[src/rtl/seg7_display_ctrl.sv]
// N-digit seven-segment controller: valid/ready update, leading-zero blanking,
// per-digit blink, frame-aligned (tear-free) commit and optional multiplexed scan.
module seg7_display_ctrl #(
    parameter int unsigned NUM_DIGITS = 8,
    parameter int unsigned BLINK_DIV  = 25000000,
    parameter int unsigned SCAN_DIV   = 50000,
    parameter bit          ACTIVE_LOW = 1'b1
) (
    input  logic                      clk_i,
    input  logic                      rst_ni,
    input  logic                      data_valid_i,
    output logic                      data_ready_o,
    input  logic [4*NUM_DIGITS-1:0]   data_i,
    input  logic                      blank_lz_i,
    input  logic [NUM_DIGITS-1:0]     blink_mask_i,
    input  logic                      scan_en_i,
    output logic [7*NUM_DIGITS-1:0]   seg_o,
    output logic [6:0]                scan_seg_o,
    output logic [NUM_DIGITS-1:0]     scan_an_o
);

    localparam int unsigned BlinkW = $clog2(BLINK_DIV);
    localparam int unsigned ScanW  = $clog2(SCAN_DIV);
    localparam int unsigned IdxW   = (NUM_DIGITS > 1) ? $clog2(NUM_DIGITS) : 1;

    localparam logic [BlinkW-1:0]       BlinkLast = BlinkW'(BLINK_DIV - 1);
    localparam logic [ScanW-1:0]        ScanLast  = ScanW'(SCAN_DIV - 1);
    localparam logic [IdxW-1:0]         IdxLast   = IdxW'(NUM_DIGITS - 1);
    localparam logic [6:0]              OffSeg    = ACTIVE_LOW ? 7'h7F : 7'h00;
    localparam logic [NUM_DIGITS-1:0]   OffAn     = ACTIVE_LOW ? '1 : '0;
    localparam logic [7*NUM_DIGITS-1:0] OffAll    = {NUM_DIGITS{OffSeg}};

    localparam logic StIdle = 1'b0;
    localparam logic StPend = 1'b1;

    logic                    state_q, state_d;
    logic [4*NUM_DIGITS-1:0] shadow_q, shadow_d;
    logic                    shadow_lz_q, shadow_lz_d;
    logic [NUM_DIGITS-1:0]   shadow_mask_q, shadow_mask_d;
    logic [4*NUM_DIGITS-1:0] disp_q, disp_d;
    logic                    disp_lz_q, disp_lz_d;
    logic [NUM_DIGITS-1:0]   disp_mask_q, disp_mask_d;
    logic [BlinkW-1:0]       blink_cnt_q, blink_cnt_d;
    logic                    blink_phase_q, blink_phase_d;
    logic [ScanW-1:0]        scan_cnt_q, scan_cnt_d;
    logic [IdxW-1:0]         scan_idx_q, scan_idx_d;
    logic [7*NUM_DIGITS-1:0] seg_q, seg_d;
    logic [6:0]              scan_seg_q, scan_seg_d;
    logic [NUM_DIGITS-1:0]   scan_an_q, scan_an_d;

    logic                    scan_wrap;
    logic                    frame_end;
    logic                    commit;
    logic [7*NUM_DIGITS-1:0] seg_fin;
    logic                    lead;
    logic [3:0]              nib;
    logic [6:0]              code;
    logic [NUM_DIGITS-1:0]   onehot;

    function automatic logic [6:0] hex_to_seg(input logic [3:0] h);
        logic [6:0] s;
        unique case (h)
            4'h0: s = 7'h3F;
            4'h1: s = 7'h06;
            4'h2: s = 7'h5B;
            4'h3: s = 7'h4F;
            4'h4: s = 7'h66;
            4'h5: s = 7'h6D;
            4'h6: s = 7'h7D;
            4'h7: s = 7'h07;
            4'h8: s = 7'h7F;
            4'h9: s = 7'h6F;
            4'hA: s = 7'h77;
            4'hB: s = 7'h7C;
            4'hC: s = 7'h39;
            4'hD: s = 7'h5E;
            4'hE: s = 7'h79;
            4'hF: s = 7'h71;
        endcase
        return s;
    endfunction

    assign scan_wrap = scan_en_i && (scan_cnt_q == ScanLast);
    assign frame_end = scan_wrap && (scan_idx_q == IdxLast);

    // Handshake and commit; in scan mode the commit waits for the frame boundary.
    always_comb begin
        state_d       = state_q;
        shadow_d      = shadow_q;
        shadow_lz_d   = shadow_lz_q;
        shadow_mask_d = shadow_mask_q;
        commit        = 1'b0;
        unique case (state_q)
            StIdle: begin
                if (data_valid_i) begin
                    shadow_d      = data_i;
                    shadow_lz_d   = blank_lz_i;
                    shadow_mask_d = blink_mask_i;
                    state_d       = StPend;
                end
            end
            StPend: begin
                if (!scan_en_i || frame_end) begin
                    commit  = 1'b1;
                    state_d = StIdle;
                end
            end
            default: state_d = StIdle;
        endcase
        disp_d      = commit ? shadow_q : disp_q;
        disp_lz_d   = commit ? shadow_lz_q : disp_lz_q;
        disp_mask_d = commit ? shadow_mask_q : disp_mask_q;
    end

    always_comb begin
        blink_cnt_d   = (blink_cnt_q == BlinkLast) ? '0 : blink_cnt_q + 1'b1;
        blink_phase_d = blink_phase_q ^ (blink_cnt_q == BlinkLast);
        scan_cnt_d    = '0;
        scan_idx_d    = '0;
        if (scan_en_i) begin
            if (scan_wrap) begin
                scan_idx_d = frame_end ? '0 : scan_idx_q + 1'b1;
            end else begin
                scan_cnt_d = scan_cnt_q + 1'b1;
                scan_idx_d = scan_idx_q;
            end
        end
    end

    // Final per-digit segments: decode, then blank leading zeros, then blink.
    always_comb begin
        seg_fin = '0;
        lead    = 1'b1;
        nib     = '0;
        code    = '0;
        for (int k = int'(NUM_DIGITS) - 1; k >= 0; k--) begin
            nib  = disp_q[4*k +: 4];
            code = hex_to_seg(nib);
            if (nib != 4'h0) begin
                lead = 1'b0;
            end
            if (disp_lz_q && lead && (k != 0)) begin
                code = '0;
            end
            if (blink_phase_q && disp_mask_q[k]) begin
                code = '0;
            end
            seg_fin[7*k +: 7] = ACTIVE_LOW ? ~code : code;
        end
    end

    always_comb begin
        onehot = NUM_DIGITS'(1) << scan_idx_q;
        seg_d  = seg_fin;
        if (scan_en_i) begin
            scan_seg_d = seg_fin[7*scan_idx_q +: 7];
            scan_an_d  = ACTIVE_LOW ? ~onehot : onehot;
        end else begin
            scan_seg_d = OffSeg;
            scan_an_d  = OffAn;
        end
    end

    always_ff @(posedge clk_i or negedge rst_ni) begin
        if (!rst_ni) begin
            state_q       <= StIdle;
            shadow_q      <= '0;
            shadow_lz_q   <= 1'b0;
            shadow_mask_q <= '0;
            disp_q        <= '0;
            disp_lz_q     <= 1'b0;
            disp_mask_q   <= '0;
            blink_cnt_q   <= '0;
            blink_phase_q <= 1'b0;
            scan_cnt_q    <= '0;
            scan_idx_q    <= '0;
            seg_q         <= OffAll;
            scan_seg_q    <= OffSeg;
            scan_an_q     <= OffAn;
        end else begin
            state_q       <= state_d;
            shadow_q      <= shadow_d;
            shadow_lz_q   <= shadow_lz_d;
            shadow_mask_q <= shadow_mask_d;
            disp_q        <= disp_d;
            disp_lz_q     <= disp_lz_d;
            disp_mask_q   <= disp_mask_d;
            blink_cnt_q   <= blink_cnt_d;
            blink_phase_q <= blink_phase_d;
            scan_cnt_q    <= scan_cnt_d;
            scan_idx_q    <= scan_idx_d;
            seg_q         <= seg_d;
            scan_seg_q    <= scan_seg_d;
            scan_an_q     <= scan_an_d;
        end
    end

    assign data_ready_o = (state_q == StIdle);
    assign seg_o        = seg_q;
    assign scan_seg_o   = scan_seg_q;
    assign scan_an_o    = scan_an_q;

endmodule

[config.mk]
export PLATFORM = sky130hd
export DESIGN_NAME = seg7_display_ctrl
export DESIGN_NICKNAME = d
export VERILOG_FILES = /design/src/rtl/seg7_display_ctrl.sv
export SDC_FILE = /design/constraint.sdc
export NUM_CORES = 1
export LEC_CHECK = 0
export CORE_ASPECT_RATIO = 1.4
export CORE_MARGIN = 2
export CORE_UTILIZATION = 40
export DETAILED_ROUTE_END_ITERATION = 10
export PLACE_DENSITY_LB_ADDON = 0.25
export SLEW_MARGIN = 20
export SYNTH_ARGS = -nofsm -noshare
export SYNTH_HDL_FRONTEND = slang
export SYNTH_SLANG_ARGS = --single-unit
[constraint.sdc]
create_clock -name clk_i -period 7.6 [get_ports clk_i]
set_clock_uncertainty 0.1 [all_clocks]
set_input_delay 1.9 -clock clk_i [delete_from_list [all_inputs] [get_ports clk_i]]
set_output_delay 1.9 -clock clk_i [all_outputs]
set_load 0.005 [all_outputs]
==> run summary <==
kind of start point of the critical path: input pin
Placed Area: 11350 sq um
Worst Setup Slack post-DPL: 3278 ps
final setup violating endpoints: 0
initial antenna violation count: 0
Comb power frac: 36.5%
gr ovfl total: 0
Layout Nets: 1080
via total after detailed routing: 6887
Final Hold Violating Endpoints: 0
unique cell type count in the Yosys netlist: 67
post-synthesis sequential area ratio: 50.87%
Total Routing Usage GR: 18.07%
total die area: 26200 sq um
detailed-route wire length per cell: 17.00 um
TritonCTS buffer count: 17
EDFF count, synth: 0
total DRC errors in the routed layout: 0
post-synthesis instance area: 9963 sq um
net switching power: 0.001432 W
Reg clk slew, reported paths: 70 ps
length of routed wiring on met1: 9.447 mm
power per cell area: 346.9 nW/um^2
insertion delay of the later-clocked pin in the worst-skew pair: 450 ps
hpwl dp: 16.70 mm
routed wl met3: 962 um
switching part of the total: 34.69%
deepest level of the CTS H-tree: 4
Gates resized, CTS repair: 0
VDD IR max: 0.1767 mV
1st-pass router iterations: 7
setup repair after global routing missed its margin: no
WS Path Type: in -> reg
path type of the worst min-delay path: reg -> reg
number of placement rows: 68
via density per instance: 5.237
placed cells: 1283
static leakage: 5.065 nW
TritonCTS clock tree: built
area inside the core boundary: 24590 sq um
number of buffers between clock root and the deepest sink: 2
number of diodes: 0
total of flip-flops plus latches after synthesis: 199
relative slew slack: 17.92%
TritonCTS Sinks: 199
Flop pwr share: 42.8%
Syn Area/Cell: 11.11 sq um
Net Count, Synth: 990
end-of-flow core utilization: 48.41%
required time worst endpoint: 7830 ps
internal reg-to-reg setup slack: 4560 ps
Root Driver: sky130_fd_sc_hd__clkbuf_16
width of the die: 137.4 um
outcome: finished, final reports clean
Layout Area Growth over Synthesis: 19.47%
Post-CTS Hold Fix Bufs: 0
top cells by area in the synthesized netlist: sky130_fd_sc_hd__dfrtp_1 (32%), sky130_fd_sc_hd__dfstp_2 (19%), sky130_fd_sc_hd__mux2_2 (10%)
final worst-path cycle share: 50.88%
async set-reset flop share out of synthesis: 100.0%
number of filler cells placed in the layout: 2265
fraction of final layout cells with drive strength greater than 1: 21.30%
transition time at the pin with the least slew margin: 1216 ps
number of cells produced by synthesis: 897
Synth Flop Type: sky130_fd_sc_hd__dfrtp_1
number of buffer cells added on primary ports: 116
Total Negative Setup Slacks: 0 ps
Arrival @ worst endpoint: 4100 ps
largest driver fanout on the critical path: 36
fraction of synthesized cell area taken by the top area cell type: 32.15%
Max Slew Vio Count: 0
total setup buffers inserted after CTS: 0
most area-hungry cell type in the Yosys netlist: sky130_fd_sc_hd__dfrtp_1
starting DRC count in detailed routing: 391
max capacitance violation total: 0
Routed WL: 22.36 mm
Antenna Violating Nets Remaining: 0
Final GP Congestion: 0.9056
Final WS setup: 3733 ps
number of global-route vias before repair: 6877
maximum number of pins on one net before global-route repair: 99
starting utilization of the core area: 40.52%
highest signal layer in the routed design: met4
die height: 190.7 um
final standard cell count with taps included and fillers excluded: 1315
Internal Pwr Total: 0.002696 W
clock power share: 20.7%
number of warnings printed during yosys synthesis: 0
wire length of the first global-routing pass: 36.22 mm
peak clock frequency supported by timing: 258.6 MHz
routed wl met2: 11.54 mm
clock period minus worst slack: 3867 ps
number of placed I/O pins: 117
element type at the critical path end: flip-flop
post-route cell area: 11900 sq um
-- final cells by class --
type / count / area (sq um) / share of cell area (%)
Clock buffer: 19 / 432.9 / 3.637
Clock inverter: 13 / 116.4 / 0.9776
Inverter: 39 / 146.4 / 1.230
Multi-Input combinational cell: 610 / 4549 / 38.22
Timing Repair Buffer: 120 / 1195 / 10.04
Tap cell: 315 / 394.1 / 3.311
Sequential cell: 199 / 5069 / 42.58
-- cells by family after synthesis --
family,synth area share (%)
buffers and inverters,3.541
and+or+nand+nor,14.66
xor gates and xnor gates,3.165
DFF,50.87
muxes,12.71
AOI/OAI and AO/OA,9.029
adders and majority gates,6.028
-- sequential cells by signal, indices dropped and copies added, names as in the netlist, 3 cells and up --
signal,cells
scan_seg_o,7
shadow_mask_q,8
scan_cnt_q,16
scan_idx_q,3
seg_o,56
disp_mask_q,8
scan_an_o,8
disp_q,32
blink_cnt_q,25
shadow_q,32
-- critical path: stages --
cell and delay (ps):
sky130_fd_sc_hd__clkdlybuf4s50_1 920, sky130_fd_sc_hd__a21o_1 350, sky130_fd_sc_hd__buf_4 470, sky130_fd_sc_hd__mux2_2 400
-- cells in the mapped netlist, types with 3 or more instances --
cell	number
sky130_fd_sc_hd__nor3b_1	3
sky130_fd_sc_hd__and3_1	17
sky130_fd_sc_hd__ha_1	48
sky130_fd_sc_hd__o2111ai_1	4
sky130_fd_sc_hd__o221ai_1	3
sky130_fd_sc_hd__nand2b_1	15
sky130_fd_sc_hd__o21ai_0	22
sky130_fd_sc_hd__nand2_1	85
sky130_fd_sc_hd__a211oi_1	4
sky130_fd_sc_hd__mux2i_1	14
sky130_fd_sc_hd__xnor2_1	12
sky130_fd_sc_hd__o311ai_0	7
sky130_fd_sc_hd__and2_1	5
sky130_fd_sc_hd__a21oi_1	25
sky130_fd_sc_hd__or2_2	4
sky130_fd_sc_hd__buf_2	6
sky130_fd_sc_hd__nor3_1	11
sky130_fd_sc_hd__dfrtp_1	128
sky130_fd_sc_hd__nand4_1	12
sky130_fd_sc_hd__and4_1	3
sky130_fd_sc_hd__a32oi_1	5
sky130_fd_sc_hd__mux4_2	5
sky130_fd_sc_hd__mux2_2	90
sky130_fd_sc_hd__buf_1	6
sky130_fd_sc_hd__a31oi_1	8
sky130_fd_sc_hd__o211ai_1	16
sky130_fd_sc_hd__nand3_1	36
sky130_fd_sc_hd__a211o_1	3
sky130_fd_sc_hd__nand3b_1	6
sky130_fd_sc_hd__inv_1	39
sky130_fd_sc_hd__o21a_1	4
sky130_fd_sc_hd__nor4_1	4
sky130_fd_sc_hd__dfstp_2	71
sky130_fd_sc_hd__nor2_1	58
sky130_fd_sc_hd__nor2b_1	17
sky130_fd_sc_hd__clkbuf_1	35
sky130_fd_sc_hd__xor2_1	24
-- path summary, 6_finish.rpt --
check | endpoint | from | cells after the start
max | disp_q[1]$_DFFE_PN0P_ | scan_en_i | 4
min | scan_cnt_q[0]$_DFF_PN0_ | scan_cnt_q[0]$_DFF_PN0_ | 1
max reg2reg | scan_seg_o[3]$_DFF_PN1_ | disp_q[24]$_DFFE_PN0P_ | 8
min reg2reg | scan_cnt_q[0]$_DFF_PN0_ | scan_cnt_q[0]$_DFF_PN0_ | 1
max in group asynchronous | shadow_q[3]$_DFFE_PN0P_ | rst_ni | 2
min in group asynchronous | shadow_q[25]$_DFFE_PN0P_ | rst_ni | 1
-- per-stage QoR --
stage	hold WS [ps]	total power, W
2_1_floorplan	325.1	0.002612
3_3_place_gp	338.2	0.003272
3_5_place_dp	344.9	0.003304
4_1_cts	354.6	0.004174
5_1_grt	366.6	0.004405
6_report	350.0	0.004129
-- layer usage --
metal	global-route usage, %	up-vias
li1	-	3327
met3	3.775	31
met2	31.34	162
met4	6.027	0
met1	22.17	3367
met5	0	-
-- cell usage in the layout, fill, tap and decap left out, drive strengths merged, types with 20 or more instances in the layout --
master / n
inv: 47
xor2: 24
dfrtp: 128
clkdlybuf4s50: 115
nor2: 58
nand3: 36
o21ai: 22
a21oi: 25
nand2: 85
clkbuf: 20
dfstp: 71
ha: 48
mux2: 90
-- power by group through the flow --
stage	Sequential [W]	Combinational (W)	Clock (W)
after global routing	0.00182	0.00166	0.000928
after CTS	0.00177	0.00152	0.000885
after floorplan	0.00165	0.000962	0
after detailed placement	0.00179	0.00151	0
after global placement	0.00178	0.00149	0
final	0.00177	0.00151	0.000856
Note: power is estimated with default switching activity, not from simulation.
